**src/rtl/ram_port_arbiter_pkg.sv**
```systemverilog
// Shared types and constants for the RAM port-A arbiter.
// FSM state encodings, burst-counter width and a one-hot to index helper.
package ram_port_arbiter_pkg;

   typedef enum logic {
      IDLE  = 1'b0,
      BURST = 1'b1
   } arb_state_e;

   localparam int unsigned CNT_W = 4;

   // Index of the set bit in a one-hot vector of up to 8 requesters
   function automatic logic [2:0] oh2idx(input logic [7:0] oh);
      logic [2:0] idx;
      idx = '0;
      for (int unsigned i = 0; i < 8; i++) begin
         if (oh[i]) idx = 3'(i);
      end
      return idx;
   endfunction

endpackage

```
**src/rtl/ram_port_arbiter_rr_pick.sv**
```systemverilog
// arb_rr_pick: combinational rotating-priority picker.
// Returns a one-hot pick of the first requester at or after 'start' (wrapping),
// ignoring any requester flagged in 'excl'. Fixed priority is start = 0.
module arb_rr_pick #(
   parameter int unsigned N = 3
) (
   input  logic [N-1:0] req,
   input  logic [2:0]   start,
   input  logic [N-1:0] excl,
   output logic [N-1:0] pick
);

   localparam int unsigned IW = (N > 1) ? $clog2(N) : 1;

   logic [N-1:0]  elig;
   logic [IW-1:0] idx;
   logic          found;

   assign elig = req & ~excl;

   // Walk the requesters starting at 'start' and keep the first eligible one
   always_comb begin
      pick  = '0;
      found = 1'b0;
      idx   = '0;
      for (int unsigned i = 0; i < N; i++) begin
         idx = IW'((32'(start) + i) % N);
         if (!found && elig[idx]) begin
            pick[idx] = 1'b1;
            found     = 1'b1;
         end
      end
   end

endmodule

```
**src/rtl/ram_port_arbiter.sv**
```systemverilog
// ram_port_arbiter: grants one of N requesters per cycle onto RAM port A,
// with burst locking bounded by MAX_BURST, registered low-active RAM command
// pins and a two-stage tagged read-return pipeline.
// Optional build macro: ARB_FIXED_PRIO_EN (fixed priority, index 0 highest).
module ram_port_arbiter
   import ram_port_arbiter_pkg::*;
#(
   parameter int unsigned N         = 3,
   parameter int unsigned AW        = 8,
   parameter int unsigned DW        = 32,
   parameter int unsigned MAX_BURST = 4
) (
   input  logic            clk,
   input  logic            rst,
   input  logic [N-1:0]    req_i,
   input  logic [N-1:0]    we_i,
   input  logic [N*AW-1:0] addr_i,
   input  logic [N*DW-1:0] wdata_i,
   output logic [N-1:0]    gnt_o,
   output logic [N-1:0]    rvalid_o,
   output logic [DW-1:0]   rdata_o,
   output logic            cen_o,
   output logic            wen_o,
   output logic            oen_o,
   output logic [AW-1:0]   addr_o,
   output logic [DW-1:0]   wdata_o,
   input  logic [DW-1:0]   rdata_i
);

   arb_state_e       state;
   logic [2:0]       owner;
   logic [CNT_W-1:0] count;

   logic [N-1:0]     owner_oh;
   logic [N-1:0]     excl;
   logic [N-1:0]     pick;
   logic [N-1:0]     gnt;
   logic [2:0]       start;
   logic [2:0]       gnt_idx;
   logic             at_limit;
   logic             others_pending;
   logic             owner_hold;

   logic [AW-1:0]    sel_addr;
   logic [DW-1:0]    sel_wdata;

   logic             rd_v1;
   logic             rd_v2;
   logic [N-1:0]     rd_tag1;
   logic [N-1:0]     rd_tag2;

   assign owner_oh       = (state == BURST) ? ({{(N-1){1'b0}}, 1'b1} << owner) : '0;
   assign at_limit       = (count >= CNT_W'(MAX_BURST));
   assign others_pending = |(req_i & ~owner_oh);
   // Once the owner has used its burst allowance, it is skipped only if someone else waits
   assign excl           = (state == BURST && at_limit && others_pending) ? owner_oh : '0;

`ifdef ARB_FIXED_PRIO_EN
   // Fixed priority: search always starts at index 0, the owner has no hold priority
   assign start      = 3'd0;
   assign owner_hold = 1'b0;
`else
   logic [2:0] ptr;

   assign start      = ptr;
   assign owner_hold = (state == BURST) && (|(req_i & owner_oh)) && !at_limit;

   // Round-robin pointer moves to one past the most recent grantee
   always_ff @(posedge clk or posedge rst) begin
      if (rst) begin
         ptr <= '0;
      end else if (|gnt) begin
         ptr <= (gnt_idx == 3'(N - 1)) ? 3'd0 : gnt_idx + 3'd1;
      end
   end
`endif

   arb_rr_pick #(.N(N)) u_pick (
      .req   (req_i),
      .start (start),
      .excl  (excl),
      .pick  (pick)
   );

   assign gnt     = rst ? '0 : (owner_hold ? owner_oh : pick);
   assign gnt_idx = oh2idx(8'(gnt));
   assign gnt_o   = gnt;

   // Burst FSM: a grant to a new requester opens a burst, repeat grants count up and saturate
   always_ff @(posedge clk or posedge rst) begin
      if (rst) begin
         state <= IDLE;
         owner <= '0;
         count <= '0;
      end else if (|gnt) begin
         state <= BURST;
         owner <= gnt_idx;
         if (state == BURST && gnt_idx == owner) begin
            count <= at_limit ? count : count + CNT_W'(1);
         end else begin
            count <= CNT_W'(1);
         end
      end else begin
         state <= IDLE;
         count <= '0;
      end
   end

   // Route the grantee's address and write data towards the command register
   always_comb begin
      sel_addr  = '0;
      sel_wdata = '0;
      for (int unsigned k = 0; k < N; k++) begin
         if (gnt[k]) begin
            sel_addr  = addr_i[k*AW +: AW];
            sel_wdata = wdata_i[k*DW +: DW];
         end
      end
   end

   // Command stage: drive the RAM pins one cycle after the grant; address/data hold when idle
   always_ff @(posedge clk or posedge rst) begin
      if (rst) begin
         cen_o   <= 1'b1;
         wen_o   <= 1'b1;
         addr_o  <= '0;
         wdata_o <= '0;
      end else begin
         cen_o <= ~(|gnt);
         wen_o <= ~(|(gnt & we_i));
         if (|gnt) begin
            addr_o  <= sel_addr;
            wdata_o <= sel_wdata;
         end
      end
   end

   // Read-return pipeline: tag enters at a read grant and surfaces two cycles later
   always_ff @(posedge clk or posedge rst) begin
      if (rst) begin
         rd_v1   <= 1'b0;
         rd_v2   <= 1'b0;
         rd_tag1 <= '0;
         rd_tag2 <= '0;
      end else begin
         rd_v1   <= |(gnt & ~we_i);
         rd_tag1 <= gnt & ~we_i;
         rd_v2   <= rd_v1;
         rd_tag2 <= rd_tag1;
      end
   end

   assign oen_o    = ~rd_v2;
   assign rvalid_o = rd_v2 ? rd_tag2 : '0;
   assign rdata_o  = rdata_i;

endmodule

```
**config.mk**
```make
export PLATFORM = sky130hd
export DESIGN_NAME = ram_port_arbiter
export DESIGN_NICKNAME = d
export VERILOG_FILES = /design/src/rtl/ram_port_arbiter_pkg.sv /design/src/rtl/ram_port_arbiter_rr_pick.sv /design/src/rtl/ram_port_arbiter.sv
export SDC_FILE = /design/constraint.sdc
export NUM_CORES = 1
export LEC_CHECK = 0
export CELL_PAD_IN_SITES_DETAIL_PLACEMENT = 1
export CELL_PAD_IN_SITES_GLOBAL_PLACEMENT = 1
export CORE_AREA = 3 3 128 130
export CTS_CLUSTER_DIAMETER = 50
export CTS_CLUSTER_SIZE = 14
export DETAILED_ROUTE_END_ITERATION = 12
export DIE_AREA = 0 0 131 133
export PLACE_DENSITY = 0.85
export SLEW_MARGIN = 15
export SYNTH_ARGS = -nofsm -noshare
export SYNTH_HDL_FRONTEND = slang
export SYNTH_SLANG_ARGS = --single-unit
```
**constraint.sdc**
```tcl
create_clock -name clk -period 6.5 [get_ports clk]
set_input_delay 1.3 -clock clk [delete_from_list [all_inputs] [get_ports clk]]
set_output_delay 1.3 -clock clk [all_outputs]
set_load 0.02 [all_outputs]
```
After elaboration in Yosys (flattened, before gate mapping)
Cells that the tools add are included.

operators by class
  div/mod/pow operators = 3
  equality and inequality tests = 3
  reduce and logical (&&, ||, !) cells = 18
  multiplexer cells = 35
  bitwise gates (word level) = 13
  add/subtract/negate cells = 4
  shift operators = 1
  magnitude comparators = 7

operators by type and width
  operator                                                                             count
  32-bit 2-to-1 mux                                                                    3
  32-bit by 2-bit modulo with 32-bit output, second input constant                     2
  3-bit by 2-bit modulo with 32-bit output, second input constant                      1
  3-bit 2-to-1 mux                                                                     9
  8-bit 2-to-1 mux                                                                     3
  3-bit bitwise AND                                                                    5
  3-bit OR reduction                                                                   5
  4-bit 2-to-1 mux                                                                     3
  1-bit logical AND                                                                    10
  1-bit 2-to-1 mux                                                                     10
  2-bit by 3-bit less-than comparator with 1-bit output, second input constant         3
  3-bit inverter                                                                       3
  1-bit binary-select mux with 2-bit select                                            3
  1-bit demux with 2-bit select                                                        3
  2-bit by 1-bit greater-or-equal comparator with 1-bit output, second input constant  3
  3-bit bitwise OR                                                                     2
  3-bit by 1-bit adder with 4-bit output, second input constant                        1
  3-bit by 2-bit adder with 4-bit output, second input constant                        1
  4-bit by 1-bit adder with 4-bit output, second input constant                        1
  4-bit by 3-bit greater-or-equal comparator with 1-bit output, second input constant  1
  2-bit by 1-bit adder with 3-bit output, second input constant                        1
  2-bit by 3-bit == test with 1-bit output                                             1
  1-bit zero test                                                                      3
  3-bit inequality test, second input constant                                         1
  4 further kinds                                                                      6

word-level totals
  output and inout bits = 81
  bits in registers = 61
  input port bits = 160
  word-level logic and storage cells = 96

Logic depth before layout (Yosys ltp)
  depth in word-level cells = 26
  depth in mapped cells = 22
  depth with buffers taken out = 19

Hierarchy
From an unflattened synthesis, not the netlist that was laid out.

second synthesis, totals
  cells, all modules = 468
  area, all modules = 4,107.7 sq um

modules (own cells, without submodules)
  module            cells an instance  seq. area each (sq um)  instances  area each (sq um)
  ram_port_arbiter  352                1,478.9                 1          3,225.6
  arb_rr_pick       116                0.0                     1          882.1

Worst setup path before layout
OpenSTA, ideal clock, no wires.

  path type = reg-to-output
  start = register ptr[0]
  end = output port gnt_o[2]
  data required time = 5.200 ns
  cell stages (with the launch flop) = 22
  slack = 1.142 ns
  arrival = 4.058 ns
  buffers on the path = 6
  cell sequence = dfrtp_1 -> buf_2 -> inv_1 -> clkbuf_1 -> ha_1 -> ha_1 -> inv_1 -> o2111a_1 -> o21a_1 -> nor2_2 -> inv_1 -> ha_1 -> a221oi_2 -> buf_6 -> nor3_2 -> a41oi_2 -> a41oi_1 -> a221o_1 -> buf_6 -> inv_6 -> buf_4 -> buf_4

on the way
  cells in the longest elaborated chain, start to end = 12
  elaborated cells between the ends (all ways) = 39
  those cells by class = add/sub (2); div (3); order compare (6); mux (19); bitwise (2); reduce/logical (7)

ends and longest elaborated chain
  item                                                                                                       line                            RTL
  from (decl)                                                                                                ram_port_arbiter.sv:63          logic [2:0] ptr;
  from (signal assigned)                                                                                     ram_port_arbiter.sv:73          ptr <= (gnt_idx == 3'(N - 1)) ? 3'd0 : gnt_idx + 3'd1;
  3-bit by 1-bit adder with 4-bit output or 3-bit by 2-bit modulo with 32-bit output (tied branches)         ram_port_arbiter_rr_pick.sv:27  idx = IW'((32'(start) + i) % N);
  32-bit by 2-bit modulo with 32-bit output, or another cell as far along                                    ram_port_arbiter_rr_pick.sv:27
  2-bit by 3-bit less-than comparator with 1-bit output (not written as such), or another cell as far along  ram_port_arbiter_rr_pick.sv:29  pick[idx] = 1'b1;
  1-bit logical AND (not written as such), or another cell as far along                                      ram_port_arbiter_rr_pick.sv:29
  1-bit 2-to-1 mux (not written as such), or another cell as far along                                       ram_port_arbiter_rr_pick.sv:29
  1-bit demux with 2-bit select, or another cell as far along                                                --
  3-bit bitwise OR (no line) or 1-bit 2-to-1 mux (tied branches)                                             --
  3-bit 2-to-1 mux or 1-bit zero test (tied branches)                                                        ram_port_arbiter_rr_pick.sv:28  if (!found && elig[idx]) begin
  3-bit bitwise OR (no line) or 1-bit logical AND (tied branches)                                            --
  3-bit 2-to-1 mux *                                                                                         ram_port_arbiter_rr_pick.sv:28
  3-bit 2-to-1 mux * (2 in series)                                                                           ram_port_arbiter.sv:85          assign gnt = rst ? '0 : (owner_hold ? owner_oh : pick);
  to (decl)                                                                                                  ram_port_arbiter.sv:19          output logic [N-1:0] gnt_o,

Every way passes the cells marked *; elsewhere a longest branch is shown, timed or not. The select of a mux whose other input is x is not followed.

Worst setup path after layout
  start = register owner[0]
  end = output port gnt_o[0]

on the way
  cells in the longest elaborated chain, start to end = 20
  elaborated cells between the ends (all ways) = 32
  those cells by class = shift (1); mux (15); bitwise (7); reduce/logical (9)

ends and longest elaborated chain
  item                                           line                            RTL
  from (decl)                                    ram_port_arbiter.sv:31          logic [2:0] owner;
  from (signal assigned)                         ram_port_arbiter.sv:97          owner <= gnt_idx;
  1-bit by 3-bit left shift with 3-bit output *  ram_port_arbiter.sv:52          assign owner_oh = (state == BURST) ? ({{(N-1){1'b0}}, 1'b1} << owner) : '0;
  3-bit 2-to-1 mux *                             ram_port_arbiter.sv:52
  3-bit inverter                                 ram_port_arbiter.sv:54          assign others_pending = |(req_i & ~owner_oh);
  3-bit bitwise AND                              ram_port_arbiter.sv:54
  3-bit OR reduction                             ram_port_arbiter.sv:54
  1-bit logical AND                              ram_port_arbiter.sv:56          assign excl = (state == BURST && at_limit && others_pending) ? owner_oh : '0;
  3-bit 2-to-1 mux                               ram_port_arbiter.sv:56
  3-bit inverter                                 ram_port_arbiter_rr_pick.sv:19  assign elig = req & ~excl;
  [3 not listed]                                 --
  1-bit 2-to-1 mux                               ram_port_arbiter_rr_pick.sv:28
  1-bit zero test                                ram_port_arbiter_rr_pick.sv:28
  1-bit logical AND                              ram_port_arbiter_rr_pick.sv:28
  1-bit 2-to-1 mux                               ram_port_arbiter_rr_pick.sv:28
  1-bit zero test                                ram_port_arbiter_rr_pick.sv:28
  1-bit logical AND                              ram_port_arbiter_rr_pick.sv:28
  3-bit 2-to-1 mux                               ram_port_arbiter_rr_pick.sv:28
  3-bit 2-to-1 mux * (2 in series)               ram_port_arbiter.sv:85

Marks and branches as above.

==> impl.org <==
** Timing
- Setup violations remaining at the end of the flow were counted as 0.
- Summed over all failing endpoints, the final setup total negative slack is 0 ns.
- Upper clock frequency limit :: 163 MHz
- Worst setup slack after layout :: 0.358 ns
- Final critical delay including setup and external delays :: 6.14 ns
- The number of slew-limit violations in the final report is 0.
- Unrepaired setup endpoints after global routing :: false
- In the finished design, the share of the clock period the worst path needs comes to 94.5%.
- For the pin with the worst max-slew slack, the measured transition is 0.722 ns.
- Fin. Hold Viols :: 0
- Tightest hold margin :: 0.354 ns
- The worst pin sits at a relative slew slack of 51.4%.
- The clock arrives with 0.00766 ns of skew.

** Clock tree
- Counting every sink on the clock net gives 59.
- Clock tree synthesis inserted a total of 9 buffers.
- For this design, the CTS-stage hold fixing added 0 buffers.
- TritonCTS built the clock tree.
- The clock tree synthesis step divided the H-tree into 3 levels.
- The tree is rooted in a clkbuf_16.
- The later pin in the worst-skew pair is clocked with a latency of 0.33 ns.
- Clock edge transition at the registers on the reported setup and hold paths :: 0.06 ns
- The clock passes through at most 2 buffers.

** Synth
- Ys async rst share :: 100%
- Number of nets produced by synthesis :: 580
- Sorting the synthesized cells by area gives the leading types as dfrtp_1 34%, a2bb2oi_2 12%, a22oi_1 7.3%.
- Sequential fraction of the synthesis area :: 34.9%
- A synthesized cell averages 10.5 um^2.
- The synthesized netlist occupies a cell area of 4240 um^2.
- For this run, the leading register cell type out of synthesis is dfrtp_1.
- Yosys top cell area share :: 33.6%
- In this run, synthesis produced a sequential element count of 59.
- Synthesis produced 403 cells.
- Number of warnings issued by yosys :: 0
- Summed over all instances, the cell type with the most area after synthesis is dfrtp_1.
- Cell variety after synth :: 65
- Counting flops with a built-in enable in the synthesized netlist gives 0.

** Setup path
- Largest fanout on the critical path :: 13
- Most common cell type on the critical path :: inv_1
- Number of cells on the critical path :: 18
- Worst Setup Start Kind :: flip-flop
- Slowest-stage cell, CP :: clkdlybuf4s50_1
- Critical path class :: flip-flop to output port
- The kind of cell with the highest combined delay along the critical path is compound AO/OA/AOI/OAI gates.
- Cell chain of the critical path :: ha_1 -> nand2_1 -> inv_1 -> nor2_1 -> ha_1 -> inv_1 -> o2111a_1 -> o21a_1 -> nor2_2 -> inv_1 -> ha_1 -> mux2_1 -> nor3_2 -> a41oi_2 -> a221o_1 -> nand3_2 -> inv_1 -> clkdlybuf4s50_1
- STA puts the critical path data arrival time at 4.84 ns.
- Critical path endpoint category :: output port
- Critical path origin :: owner[0]$_DFFE_PP0N_
- Largest stage delay on the critical path :: 0.55 ns
- The worst register-to-register path begins at owner[0]$_DFFE_PP0N_.
- Counting cells, the worst reg-to-reg path comes to 21.
- The number of buffers and inverters on the critical path is 5.
- For the worst setup path, the data required time is 5.20 ns.

** Global routing
- Via count of the first global-routing pass :: 4449
- Largest net degree at the start of global routing :: 44
- Global-route wire length before repair :: 24.1 mm
- GR Util All Layers :: 17.5%
- For this run, global-route usage on met2 was measured as 30.0%.
- GRT met1 Usage :: 20.8%
- The number of antenna violations at the first check in global routing came to 0.
- Met3 routing resource usage after global routing :: 5.41%
- Global routing finished with a remaining overflow of 0.
- met2 is the most crowded layer.

** Floorplan
- During I/O placement, the number of pins put on the boundary was 241.
- Effective utilization at floorplan :: 27.8%
- Die Outline Area :: 17400 um^2
- From bottom edge to top edge, the die measures 133 um.
- The region available for standard cell placement spans 15300 um^2.
- From left edge to right edge, the die measures 131 um.
- In this run the core area contains 45 standard-cell rows.

** Placement
- Prior to clock tree synthesis, the placed netlist has a worst setup slack of 0.404 ns.
- Number of buffer cells added on primary ports :: 176
- Placed Instance Area :: 5910 um^2
- Routability Congestion :: 0.828
- Counting tap cells, the placed design contains a total of 735 instances.
- Placed wire-length estimate :: 11.5 mm

** Routing
- Detailed routing inserted a total of 3968 vias.
- In the routed layout, each cell is associated on average with a via count of 5.28.
- In the routed design, unresolved DRC markers number 0.
- The count of nets left with antenna violations once routing finished came out at 0.
- Iteration-0 DRC Markers :: 150
- In the final routed layout, each cell accounts on average for 20.2 um.
- Before antenna repair, the detailed router went through 4 iterations.
- Drt total wl :: 15.2 mm

** Final layout
- Area overhead of the layout relative to synthesis :: 46.4%
- Final design utilization :: 40.7%
- Number of nets in the final layout :: 712
- Once layout is done, the placed cells without fillers occupy 6210 um^2.
- Number of antenna diodes :: 0
- Filler-free cell count of the finished design :: 751
- Of the cells placed in the final design, the portion with a size suffix greater than 1 is 15.9%.
- Most frequent standard cell in the layout excluding fill and tap cells :: clkdlybuf4s50_1
- The library cells used most frequently in the layout, excluding fill and tap cells, are 175 x clkdlybuf4s50_1, 56 x dfrtp_1, 41 x a22oi_1, 41 x o211ai_1, 35 x a2bb2oi_2.

** Run
- Max-cap check violation count :: 0

** Pwr
- Dividing total power by cell area gives a power density of 664 nW/um^2.
- Max rail drop VDD :: 0.304 mV
- Post-layout total power :: 4.12 mW
- The analysis attributes to cell leakage a power of 2.37 nW.

** Min path
- The worst hold path belongs to the class flip-flop to flip-flop.
- Startpoint of the most critical hold path :: rd_tag1[0]$_DFF_PP0_
- Number of stages on the worst hold path :: 0

** Run status
- Status :: completed
-- cells in the mapped netlist, drive strengths merged (2+ instances only) --
cell and instances:
dfrtp 57, buf 53, a22oi 41, a2bb2oi 41, o211ai 41, inv 19, ha 17, nor2 17
o21ai 12, clkbuf 11, nor3 10, nand2 7, nand3 7, a21oi 6, xnor2 5, a211oi 4
o21a 4, o22ai 4, or3 4, a41oi 3, and2 3, mux2i 3, nand2b 3, a221o 2
a31oi 2, and4b 2, dfstp 2, mux2 2, or2 2
-- final cells by class --
class / instances / area [um^2]
Fill cell: 1704 / 9050
Multi-Input combinational cell: 261 / 2260
Timing Repair Buffer: 185 / 1830
Sequential cell: 59 / 1480
Tap cell: 211 / 264
Clock buffer: 11 / 253
Inverter: 19 / 76.3
Clock inverter: 5 / 37.5
-- sequential cells by signal, indices dropped and copies added, names as in the netlist, 2 cells and up --
name	flops
rd_tag2	3
count	4
rd_tag1	3
ptr	2
wdata_o	32
addr_o	8
owner	2
-- final timing paths --
path                            slack (ns)                endpoint
worst min-delay path                  0.35    rd_tag2[0]$_DFF_PP0_
worst max-delay path                  0.36                gnt_o[0]
worst min register to register        0.35    rd_tag2[0]$_DFF_PP0_
min in group asynchronous             1.58    owner[0]$_DFFE_PP0N_
worst max register to register        0.94  wdata_o[2]$_DFFE_PP0N_
max in group asynchronous             4.02         wen_o$_DFF_PP1_
-- timing repair --
| item | 4_1_cts | 5_1_grt |
|---|---|---|
| endpoints found under the setup margin | 1 | 1 |
| buffers inserted | 0 | 0 |
| gates resized for setup | 1 | 1 |
-- logic make-up after synthesis --
group | count (synthesis) | synth area share, %
simple gates | 60 | 7.91
fa+ha+maj | 17 | 5.02
buf+inv | 83 | 12.0
mux | 5 | 1.24
xor+xnor | 6 | 1.42
compound gates | 173 | 37.6
flops | 59 | 34.9
-- where the power goes --
part / switching, mW / internal (mW)
combinational: 1.58 / 1.37
sequential: 0.136 / 0.578
clock: 0.180 / 0.279
total: 1.90 / 2.22
-- metal layers --
layer / routed length [um] / part of all wire (%)
met4: 267 / 1.8
met1: 6030 / 40
met2: 7930 / 52
met3: 937 / 6.2
met5: 0 / 0
Note: power is estimated with default switching activity, not from simulation.
